### config.mk
export PLATFORM = sky130hd
export DESIGN_NAME = pattern_gen_sequencer
export DESIGN_NICKNAME = d
export VERILOG_FILES = /design/src/rtl/pattern_gen_sequencer_pkg.sv /design/src/rtl/pattern_gen_sequencer_seq_block_counter.sv /design/src/rtl/pattern_gen_sequencer.sv
export SDC_FILE = /design/constraint.sdc
export NUM_CORES = 1
export LEC_CHECK = 0
export CORE_UTILIZATION = 47
export DETAILED_ROUTE_END_ITERATION = 8
export PLACE_DENSITY = 0.8
export RECOVER_POWER = 50
export SLEW_MARGIN = 20
export SYNTH_ARGS = -nofsm -noshare
export SYNTH_HDL_FRONTEND = slang
export SYNTH_SLANG_ARGS = --single-unit
### constraint.sdc
create_clock -name ti_clk -period 2.7 [get_ports ti_clk]
set_input_delay 0.405 -clock ti_clk [delete_from_list [all_inputs] [get_ports ti_clk]]
set_output_delay 0.405 -clock ti_clk [all_outputs]
set_load 0.05 [all_outputs]
### src/rtl/pattern_gen_sequencer_pkg.sv
// Shared definitions for the pattern generator command sequencer:
// state encoding, okTriggerIn/okTriggerOut bit indices, status bit
// indices, the lock-up-safe default seed and a seed substitution helper.
package pattern_gen_sequencer_pkg;

  localparam int unsigned STATE_W = 3;
  typedef logic [STATE_W-1:0] state_t;

  localparam state_t ST_IDLE      = 3'd0;
  localparam state_t ST_LOAD      = 3'd1;
  localparam state_t ST_RUN_CONT  = 3'd2;
  localparam state_t ST_RUN_PIPED = 3'd3;
  localparam state_t ST_DONE      = 3'd4;

  localparam int unsigned TRIG_W = 16;

  // okTriggerIn bit positions
  localparam int unsigned TRIG_SEL_LFSR    = 0;
  localparam int unsigned TRIG_SEL_COUNTER = 1;
  localparam int unsigned TRIG_STOP        = 2;
  localparam int unsigned TRIG_START_CONT  = 3;
  localparam int unsigned TRIG_START_PIPED = 4;
  localparam int unsigned TRIG_RESEED      = 5;

  // okTriggerOut bit positions
  localparam int unsigned TOUT_DONE     = 0;
  localparam int unsigned TOUT_UNDERRUN = 1;

  // status wire-out bit positions; state occupies [STATE_W-1:0]
  localparam int unsigned STAT_W        = 16;
  localparam int unsigned STAT_MODE     = 3;
  localparam int unsigned STAT_UNDERRUN = 4;
  localparam int unsigned STAT_DONE     = 5;

  localparam int unsigned SEED_W = 32;

  // An all-zero LFSR seed never leaves zero, so it is replaced by this value.
  localparam logic [SEED_W-1:0] SEED_DEFAULT_VAL = 32'h0000_0001;

  // Returns the seed the generator should load for a host-supplied value.
  function automatic logic [SEED_W-1:0] seed_fix(input logic [SEED_W-1:0] seed,
                                                  input logic [SEED_W-1:0] dflt);
    return (seed == '0) ? dflt : seed;
  endfunction

  // True when trigger bit idx is set in a trigger word.
  function automatic logic trig_hit(input logic [TRIG_W-1:0] trig,
                                    input int unsigned       idx);
    return |(trig & (TRIG_W'(1) << idx));
  endfunction

endpackage

### src/rtl/pattern_gen_sequencer_seq_block_counter.sv
// Word counter for piped blocks.
// Ports:
//   ti_clk, reset : clock, synchronous active-high reset
//   clr           : clear count (wins over inc)
//   inc           : count one word this cycle
//   limit         : terminal count; 0 means unbounded
//   count         : registered word count, saturates at all-ones
//   tc_c          : combinational, this increment reaches a non-zero limit
module pattern_gen_sequencer_seq_block_counter #(
  parameter int unsigned W = 16
) (
  input  logic         ti_clk,
  input  logic         reset,
  input  logic         clr,
  input  logic         inc,
  input  logic [W-1:0] limit,
  output logic [W-1:0] count,
  output logic         tc_c
);

  logic [W-1:0] count_q;
  logic [W-1:0] count_d;
  logic [W-1:0] count_inc;

  // Next count: clear, saturating increment, or hold.
  always_comb begin
    count_d   = count_q;
    count_inc = count_q + W'(1);
    tc_c      = inc && (limit != '0) && (count_inc == limit);
    if (clr) begin
      count_d = '0;
    end else if (inc && !(&count_q)) begin
      count_d = count_inc;
    end
  end

  always_ff @(posedge ti_clk) begin
    if (reset) begin
      count_q <= '0;
    end else begin
      count_q <= count_d;
    end
  end

  assign count = count_q;

endmodule

### src/rtl/pattern_gen_sequencer.sv
// Command sequencer for the LFSR/counter pattern generator behind a pipe-out.
// Ports:
//   ti_clk, reset        : host interface clock, synchronous active-high reset
//   trig_in              : okTriggerIn one-cycle command pulses
//   seed_lo, seed_hi     : host seed halves (okWireIn)
//   block_len            : words per piped block, 0 = unbounded
//   pipe_read            : okPipeOut ep_read strobe
//   gen_mode             : 0 = LFSR, 1 = counter
//   gen_load / gen_seed  : one-cycle load pulse and the seed to load
//   gen_step             : generator advances this cycle (combinational)
//   word_count           : words delivered in current/last block
//   status               : wire-out {reserved, done, underrun, mode, state}
//   trig_out             : okTriggerOut pulses, [0] block done, [1] underrun
module pattern_gen_sequencer
  import pattern_gen_sequencer_pkg::*;
#(
  parameter int unsigned       CNT_W        = 16,
  parameter logic [SEED_W-1:0] SEED_DEFAULT = SEED_DEFAULT_VAL
) (
  input  logic              ti_clk,
  input  logic              reset,
  input  logic [15:0]       trig_in,
  input  logic [15:0]       seed_lo,
  input  logic [15:0]       seed_hi,
  input  logic [CNT_W-1:0]  block_len,
  input  logic              pipe_read,
  output logic              gen_mode,
  output logic              gen_load,
  output logic [31:0]       gen_seed,
  output logic              gen_step,
  output logic [CNT_W-1:0]  word_count,
  output logic [15:0]       status,
  output logic [15:0]       trig_out
);

  state_t              state_q, state_d;
  state_t              ret_q, ret_d;
  logic                mode_q, mode_d;
  logic                gen_load_q, gen_load_d;
  logic [SEED_W-1:0]   gen_seed_q, gen_seed_d;
  logic [SEED_W-1:0]   ref_q, ref_d;
  logic                underrun_q, underrun_d;
  logic                done_q, done_d;
  logic [STAT_W-1:0]   status_q, status_d;
  logic [TRIG_W-1:0]   trig_out_q, trig_out_d;

  logic [SEED_W-1:0]   seed_in;
  logic                t_sel_lfsr, t_sel_cnt, t_stop, t_cont, t_piped, t_reseed;
  logic                idle_like;
  logic                cnt_clr, cnt_inc, cnt_tc_c;

  pattern_gen_sequencer_seq_block_counter #(
    .W (CNT_W)
  ) u_block_counter (
    .ti_clk (ti_clk),
    .reset  (reset),
    .clr    (cnt_clr),
    .inc    (cnt_inc),
    .limit  (block_len),
    .count  (word_count),
    .tc_c   (cnt_tc_c)
  );

  // Next-state, generator controls and status/trigger-out computation.
  always_comb begin
    state_d    = state_q;
    ret_d      = ret_q;
    mode_d     = mode_q;
    gen_load_d = 1'b0;
    gen_seed_d = gen_seed_q;
    ref_d      = ref_q;
    underrun_d = underrun_q;
    done_d     = done_q;
    trig_out_d = '0;
    status_d   = '0;
    cnt_clr    = 1'b0;
    cnt_inc    = 1'b0;
    gen_step   = 1'b0;

    seed_in    = {seed_hi, seed_lo};
    t_sel_lfsr = trig_hit(trig_in, TRIG_SEL_LFSR);
    t_sel_cnt  = trig_hit(trig_in, TRIG_SEL_COUNTER);
    t_stop     = trig_hit(trig_in, TRIG_STOP);
    t_cont     = trig_hit(trig_in, TRIG_START_CONT);
    t_piped    = trig_hit(trig_in, TRIG_START_PIPED);
    t_reseed   = trig_hit(trig_in, TRIG_RESEED);
    idle_like  = (state_q == ST_IDLE) || (state_q == ST_DONE);

    // Mode only changes while the generator is parked; counter wins a tie.
    if (idle_like) begin
      if (t_sel_cnt) begin
        mode_d = 1'b1;
      end else if (t_sel_lfsr) begin
        mode_d = 1'b0;
      end
    end

    // Step generation; a reload pulse in RUN_CONT suppresses that cycle's step.
    case (state_q)
      ST_RUN_CONT:  gen_step = !gen_load_q;
      ST_RUN_PIPED: gen_step = pipe_read;
      default:      gen_step = 1'b0;
    endcase
    cnt_inc = (state_q == ST_RUN_PIPED) && pipe_read;

    // Reads with nothing being produced are an underrun.
    if (pipe_read && (idle_like || (state_q == ST_LOAD))) begin
      underrun_d                = 1'b1;
      trig_out_d[TOUT_UNDERRUN] = 1'b1;
    end

    if (t_stop) begin
      state_d = ST_IDLE;
    end else if (t_reseed) begin
      state_d    = ST_LOAD;
      gen_load_d = 1'b1;
      gen_seed_d = seed_fix(seed_in, SEED_DEFAULT);
      ref_d      = seed_in;
      cnt_clr    = 1'b1;
      // Remember where to resume; a reseed during LOAD keeps the pending target.
      case (state_q)
        ST_RUN_CONT, ST_RUN_PIPED: ret_d = state_q;
        ST_LOAD:                   ret_d = ret_q;
        default:                   ret_d = ST_IDLE;
      endcase
    end else if (idle_like && (t_piped || t_cont)) begin
      state_d    = ST_LOAD;
      ret_d      = t_piped ? ST_RUN_PIPED : ST_RUN_CONT;
      gen_load_d = 1'b1;
      gen_seed_d = seed_fix(seed_in, SEED_DEFAULT);
      ref_d      = seed_in;
      cnt_clr    = 1'b1;
      underrun_d = 1'b0;
      done_d     = 1'b0;
    end else begin
      case (state_q)
        ST_LOAD: begin
          state_d = ret_q;
        end
        ST_RUN_CONT: begin
          // Host rewrote the seed wires: reload on the next cycle.
          if (seed_in != ref_q) begin
            gen_load_d = 1'b1;
            gen_seed_d = seed_fix(seed_in, SEED_DEFAULT);
            ref_d      = seed_in;
          end
        end
        ST_RUN_PIPED: begin
          if (cnt_tc_c) begin
            state_d               = ST_DONE;
            done_d                = 1'b1;
            trig_out_d[TOUT_DONE] = 1'b1;
          end
        end
        default: begin
        end
      endcase
    end

    status_d[STATE_W-1:0]  = state_d;
    status_d[STAT_MODE]     = mode_d;
    status_d[STAT_UNDERRUN] = underrun_d;
    status_d[STAT_DONE]     = done_d;
  end

  // State and registered outputs.
  always_ff @(posedge ti_clk) begin
    if (reset) begin
      state_q    <= ST_IDLE;
      ret_q      <= ST_IDLE;
      mode_q     <= 1'b0;
      gen_load_q <= 1'b0;
      gen_seed_q <= SEED_DEFAULT;
      ref_q      <= '0;
      underrun_q <= 1'b0;
      done_q     <= 1'b0;
      status_q   <= '0;
      trig_out_q <= '0;
    end else begin
      state_q    <= state_d;
      ret_q      <= ret_d;
      mode_q     <= mode_d;
      gen_load_q <= gen_load_d;
      gen_seed_q <= gen_seed_d;
      ref_q      <= ref_d;
      underrun_q <= underrun_d;
      done_q     <= done_d;
      status_q   <= status_d;
      trig_out_q <= trig_out_d;
    end
  end

  assign gen_mode = mode_q;
  assign gen_load = gen_load_q;
  assign gen_seed = gen_seed_q;
  assign status   = status_q;
  assign trig_out = trig_out_q;

endmodule

# Yosys cells after proc, flatten, opt, wreduce, memory -nomap -nowiden
# Cells that the tools add are included.
[totals] input_bits=67 register_bits=122 word_cells=88 output_inout_bits=83
[classes] eq_ne=7 bitwise=2 add_sub_neg=1 n_mux=40 n_reduce_logical=24
[op_table] cell="2-to-1 mux 32 bit" n=9
[op_table] cell="logical NOT 32 bit" n=1
[op_table] cell="!= test 32 bit" n=1
[op_table] cell="2-to-1 mux 1 bit" n=22
[op_table] cell="2-to-1 mux 3 bit" n=6
[op_table] cell="adder 16 x 1 -> 16 bit, second input constant" n=1
[op_table] cell="equality test 16 bit" n=1
[op_table] cell="AND reduction 16 bit" n=1
[op_table] cell="nonzero test 16 bit" n=1
[op_table] cell="case mux 3 bit (2 select lines)" n=2
[op_table] cell="equality test 3 x 2 -> 1 bit, second input constant" n=2
[op_table] cell="logical AND 1 bit" n=6
[op_table] cell="AND reduction 3 bit" n=2
[op_table] cell="nonzero test 3 bit" n=2
[op_table] cell="OR reduction 2 bit" n=3
[op_table] cell="OR reduction 5 bit" n=1
[op_table] cell="equality test 3 x 1 -> 1 bit, second input constant" n=1
[op_table] cell="equality test 3 bit, second input constant" n=1
[op_table] cell="logical NOT 3 bit" n=1
[op_table] cell="logical OR 1 bit" n=3
[op_table] cell="logical NOT 1 bit" n=2
[op_table] cell="!= test 2 bit, second input constant" n=1
[op_table] cell="inverter 1 bit" n=2
[op_table] cell="case mux 1 bit (2 select lines)" n=1
[op_table] cell="nonzero test 2 bit" n=1

# Logic depth before layout (Yosys ltp)
[logic_depth] ltp_word=9 depth_mapped=8 ltp_nobuf=7

# By module
# From an unflattened synthesis, not the netlist that was laid out.
[hier_totals] hier_cells=784 area_unflattened_um2=6411.1
[modules_own_cells] module="pattern_gen_sequencer" area_each_um2=5146.2 cells_each=629 seq_area_each_um2=1521.5 instances=1
[modules_own_cells] module="pattern_gen_sequencer_seq_block_counter" area_each_um2=1265.0 cells_each=155 seq_area_each_um2=320.3 instances=1

# Worst setup path before layout
# OpenSTA, ideal clock, no wires.
[synth_timing] kind="register to register" start="reg u_block_counter.count_q[0] (netlist: u_block_counter.count[0])" end="reg state_q[0]" setup_ns=0.120 stages_incl_launch_ff=8 t_arrival_ns=2.450 t_required_ns=2.580 slack_ns=0.131 synth_period_minus_slack_ns=2.569 path_buffers=0 path_cell_list="dfxtp_1 -> ha_1 -> nand3_2 -> nor2_2 -> o2111ai_2 -> a2111oi_4 -> nand4_2 -> o31a_1"
[synth_via] elab_chain_cells=8
[synth_lines] element="from (decl)" line_no="pattern_gen_sequencer_seq_block_counter.sv:21" rtl="logic [W-1:0] count_q;"
[synth_lines] element="from (signal assigned)" line_no="pattern_gen_sequencer_seq_block_counter.sv:41" rtl="count_q <= count_d;"
[synth_lines] element="adder 16 x 1 -> 16 bit" line_no="pattern_gen_sequencer_seq_block_counter.sv:28" rtl="count_inc = count_q + W'(1);"
[synth_lines] element="equality test 16 bit" line_no="pattern_gen_sequencer_seq_block_counter.sv:29" rtl="tc_c = inc && (limit != '0) && (count_inc == limit);"
[synth_lines] element="logical AND 1 bit" line_no="pattern_gen_sequencer_seq_block_counter.sv:29"
[synth_lines] element="2-to-1 mux 3 bit" line_no="pattern_gen_sequencer.sv:149" rtl="if (cnt_tc_c) begin"
[synth_lines] element="case mux 3 bit (2 select lines)" line_no="pattern_gen_sequencer.sv:136" rtl="case (state_q)"
[synth_lines] element="2-to-1 mux 3 bit" line_no="pattern_gen_sequencer.sv:126" rtl="end else if (idle_like && (t_piped || t_cont)) begin"
[synth_lines] element="2-to-1 mux 3 bit" line_no="pattern_gen_sequencer.sv:114" rtl="end else if (t_reseed) begin"
[synth_lines] element="2-to-1 mux 3 bit" line_no="pattern_gen_sequencer.sv:112" rtl="if (t_stop) begin"
[synth_lines] element="to (signal assigned)" line_no="pattern_gen_sequencer.sv:180" rtl="state_q <= state_d;"
[synth_lines] element="to (decl)" line_no="pattern_gen_sequencer.sv:36" rtl="state_t state_q, state_d;"
# No other way between the ends.
# A chain may end at the register's enable or synchronous reset.

# Worst setup path after layout
[layout_timing] start="reg u_block_counter.count_q[1] (netlist: u_block_counter.count[1])" end="reg state_q[0]"
# The elaborated chain is that of the path after synthesis.

==> results.json <==
{
  "drv_cap": 0,
  "ir_drop_mv": 0.2694,
  "fin_crit_sh": 0.9270,
  "antenna_left": 0,
  "io_buffers": 115,
  "path_class": "register to register",
  "fin_cells": 825,
  "combPwrFrac": 0.206,
  "max_freq_mhz": 399.6,
  "dp_cells": 809,
  "ios": 150,
  "ys_seq_area_frac": 0.3673,
  "setup_viol": 0,
  "dp_slack_ps": 73.52,
  "drc_errors": 0,
  "globalRouteOverflowTotal": 0,
  "synth-async-reset-ratio": 0,
  "rows": 37,
  "clock_sinks": 92,
  "die_h_um": 105.3,
  "gp_congestion": 0.8915,
  "min_path_cells": 2,
  "syn2layout_area_growth_pct": 28.57,
  "drv_slew": 0,
  "synth_seq_cells": 92,
  "cp_max_fo": 7,
  "power.internal_w": 0.002207,
  "switchingPower_w": 0.0009597,
  "hold_buffers": 0,
  "synthFlopType": "dfxtp_1",
  "drt_first_pass_iters": 5,
  "place_area_um2": 6223,
  "die_area_um2": 11090,
  "hold_path_class": "primary input to register",
  "drtIter0Drc": 290,
  "clock_latency_ps": 370,
  "worstHoldStart": "reset",
  "run_status": "complete, no violations",
  "ys_types": 57,
  "clock-root-buffer": "clkbuf_8",
  "antenna_found_initial": 0,
  "r2r-end": "state_q[0]",
  "cts_tree": "built",
  "max_slew_margin": 0.6035,
  "finalNetCount": 752,
  "worstMarginPinSlew_ps": 594.7,
  "coreArea_um2": 10320,
  "worst_ep_arrival_time_ps": 2760,
  "cts_buffers": 9,
  "leakage_nw": 2.755,
  "power_density_nw_per_um2": 491.2,
  "synth_edf_count": 0,
  "grt_pass1_vias": 4424,
  "htreeDepth": 3,
  "end_kind": "register",
  "post-cts-setup-buffers": 0,
  "worstPathRequired_ps": 2960,
  "viasPerCell": 5.681,
  "hold_path_end": "status[3]",
  "final_util": 0.6245,
  "clock_path_buffers": 2,
  "die_width_um": 105.3,
  "avgSynthCellArea_um2": 8.529,
  "min_period_ps": 2503,
  "grt_pass1_wl_um": 21420,
  "worstRegToRegCells": 7,
  "clkTransAtPathRegs_ps": 90,
  "drive_gt1_frac": 0.07257,
  "n_fill_cell": 882,
  "cts_resized": 0,
  "dpl.hpwl_um": 9357,
  "n_antenna_cell": 0,
  "critPathLaunchType": "register",
  "fin_setup_tns_ps": 0,
  "routed_wl_um": 13290,
  "track_usage": 0.2382,
  "final_area_um2": 6447,
  "swShare": 0.3030,
  "r2r_setup_slack_ps": 200,
  "synthCells": 588,
  "wire_per_inst_um": 16.11,
  "clockPowerShare": 0.328,
  "vias": 4687,
  "rsz0062_at_grt": "false",
  "yosys_warnings": 0,
  "fin_skew_ps": 11.25,
  "r2r-start": "u_block_counter.count[1]",
  "p_seq_frac": 0.465,
  "grt_max_degree": 86,
  "fin_ws_ps": 197.2,
  "syn_area_um2": 5015,
  "start_util": 0.4858,
  "hold_viol_final": 0
}
-- worst max-delay path, cell delays in order (launching register included) --
cell and delay [ps]:
dfxtp_1 460, ha_1 310, nand3_2 200, nor2_4 250, o2111ai_2 190, a2111oi_4 440, nand4_2 230, o31a_1 320
-- flip-flops by register name, summed over array words and instances, names as in the netlist --
signal,count
status,3
gen_load,1
state_q,2
trig_out,2
ref_q,32
u_block_counter.count,16
gen_seed,32
done_q,1
ret_q,3
-- cell families (layout without fill, tap and decap cells) --
kind of cell / count (synthesis) / after routing / synth area share
other cells: 1 / 24 / 0.0007478
fa+ha+maj: 2 / 2 / 0.004491
compound gates: 70 / 70 / 0.09057
simple gates: 283 / 283 / 0.3423
buf+inv: 73 / 151 / 0.07734
flops: 92 / 92 / 0.3673
xor+xnor: 66 / 66 / 0.1153
mux: 1 / 1 / 0.001996
-- per-layer routing --
layer / GRT usage / wire length (um) / part of all wire
met1: 0.3086 / 5823 / 0.44
met2: 0.3891 / 6416 / 0.48
met3: 0.04205 / 673 / 0.051
met4: 0.1016 / 377 / 0.028
met5: 0 / 0 / 0
-- final cells by class --
class	count	area, um^2	area share
clock buffers	10	137.6	0.02135
clock inverters	6	87.58	0.01358
inverters	2	7.507	0.001164
multi-input cells	446	2890	0.4483
flip-flops and latches	92	1842	0.2857
well taps	136	170.2	0.02639
repair buffers	133	1313	0.2036
-- placed cells by master (no fill, tap or decap), types with 3 or more instances in the layout --
cell type	Yosys	final
conb_1	1	24
clkinvlp_4	0	3
nor3_1	5	5
dfxtp_1	92	92
and3_1	4	4
o21ai_0	6	6
o21ai_1	30	29
dlygate4sd3_1	0	54
nand2b_1	3	3
nand2_1	76	76
buf_12	0	3
xor2_1	53	53
nor2b_1	34	34
nor2_1	30	29
nand4b_1	63	63
buf_4	28	13
nor3b_1	3	3
clkbuf_8	0	10
a21oi_1	7	7
xnor2_1	13	13
nor4_1	22	22
o21a_1	4	4
nand4_1	13	13
nand3_1	13	13
clkdlybuf4s50_1	0	60
a31oi_1	7	7
-- stage by stage --
stage               hold WS [ps]  power (W)
floorplan                  427.5   0.001944
global placement           448.0   0.002153
detailed placement         460.3   0.002164
CTS                        436.8   0.003184
global route               447.8   0.003298
finish                     441.7   0.003167
-- cells in the mapped netlist, types with 13 or more instances --
master / n / share of area
nor2_1: 30 / 0.022
nand2_1: 76 / 0.057
nand3_1: 13 / 0.013
xnor2_1: 13 / 0.023
buf_4: 28 / 0.042
nor2b_1: 34 / 0.042
nor4_1: 22 / 0.027
clkbuf_1: 32 / 0.024
nand4b_1: 63 / 0.11
o21ai_1: 30 / 0.030
dfxtp_1: 92 / 0.37
nand4_1: 13 / 0.016
xor2_1: 53 / 0.093
-- power by group through the flow --
stage / clock network, W / logic (W) / registers [W]
2_1_floorplan: 0 / 0.000326 / 0.00162
3_3_place_gp: 0 / 0.000651 / 0.00150
3_5_place_dp: 0 / 0.000659 / 0.00150
4_1_cts: 0.00104 / 0.000665 / 0.00147
5_1_grt: 0.00113 / 0.000690 / 0.00148
6_report: 0.00104 / 0.000653 / 0.00147
-- worst max-delay path by stage --
stage	start	endpoint	slack, ps
floorplan	u_block_counter.count[0]	state_q[0]	130
global placement	seed_lo[7]	gen_seed[0]	130
detailed placement	block_len[12]	state_q[0]	70
CTS	u_block_counter.count[1]	state_q[0]	120
global route	state_q[0]	u_block_counter.count[12]	50
finish	u_block_counter.count[1]	state_q[0]	200
Power figures use the tool's default switching activity.
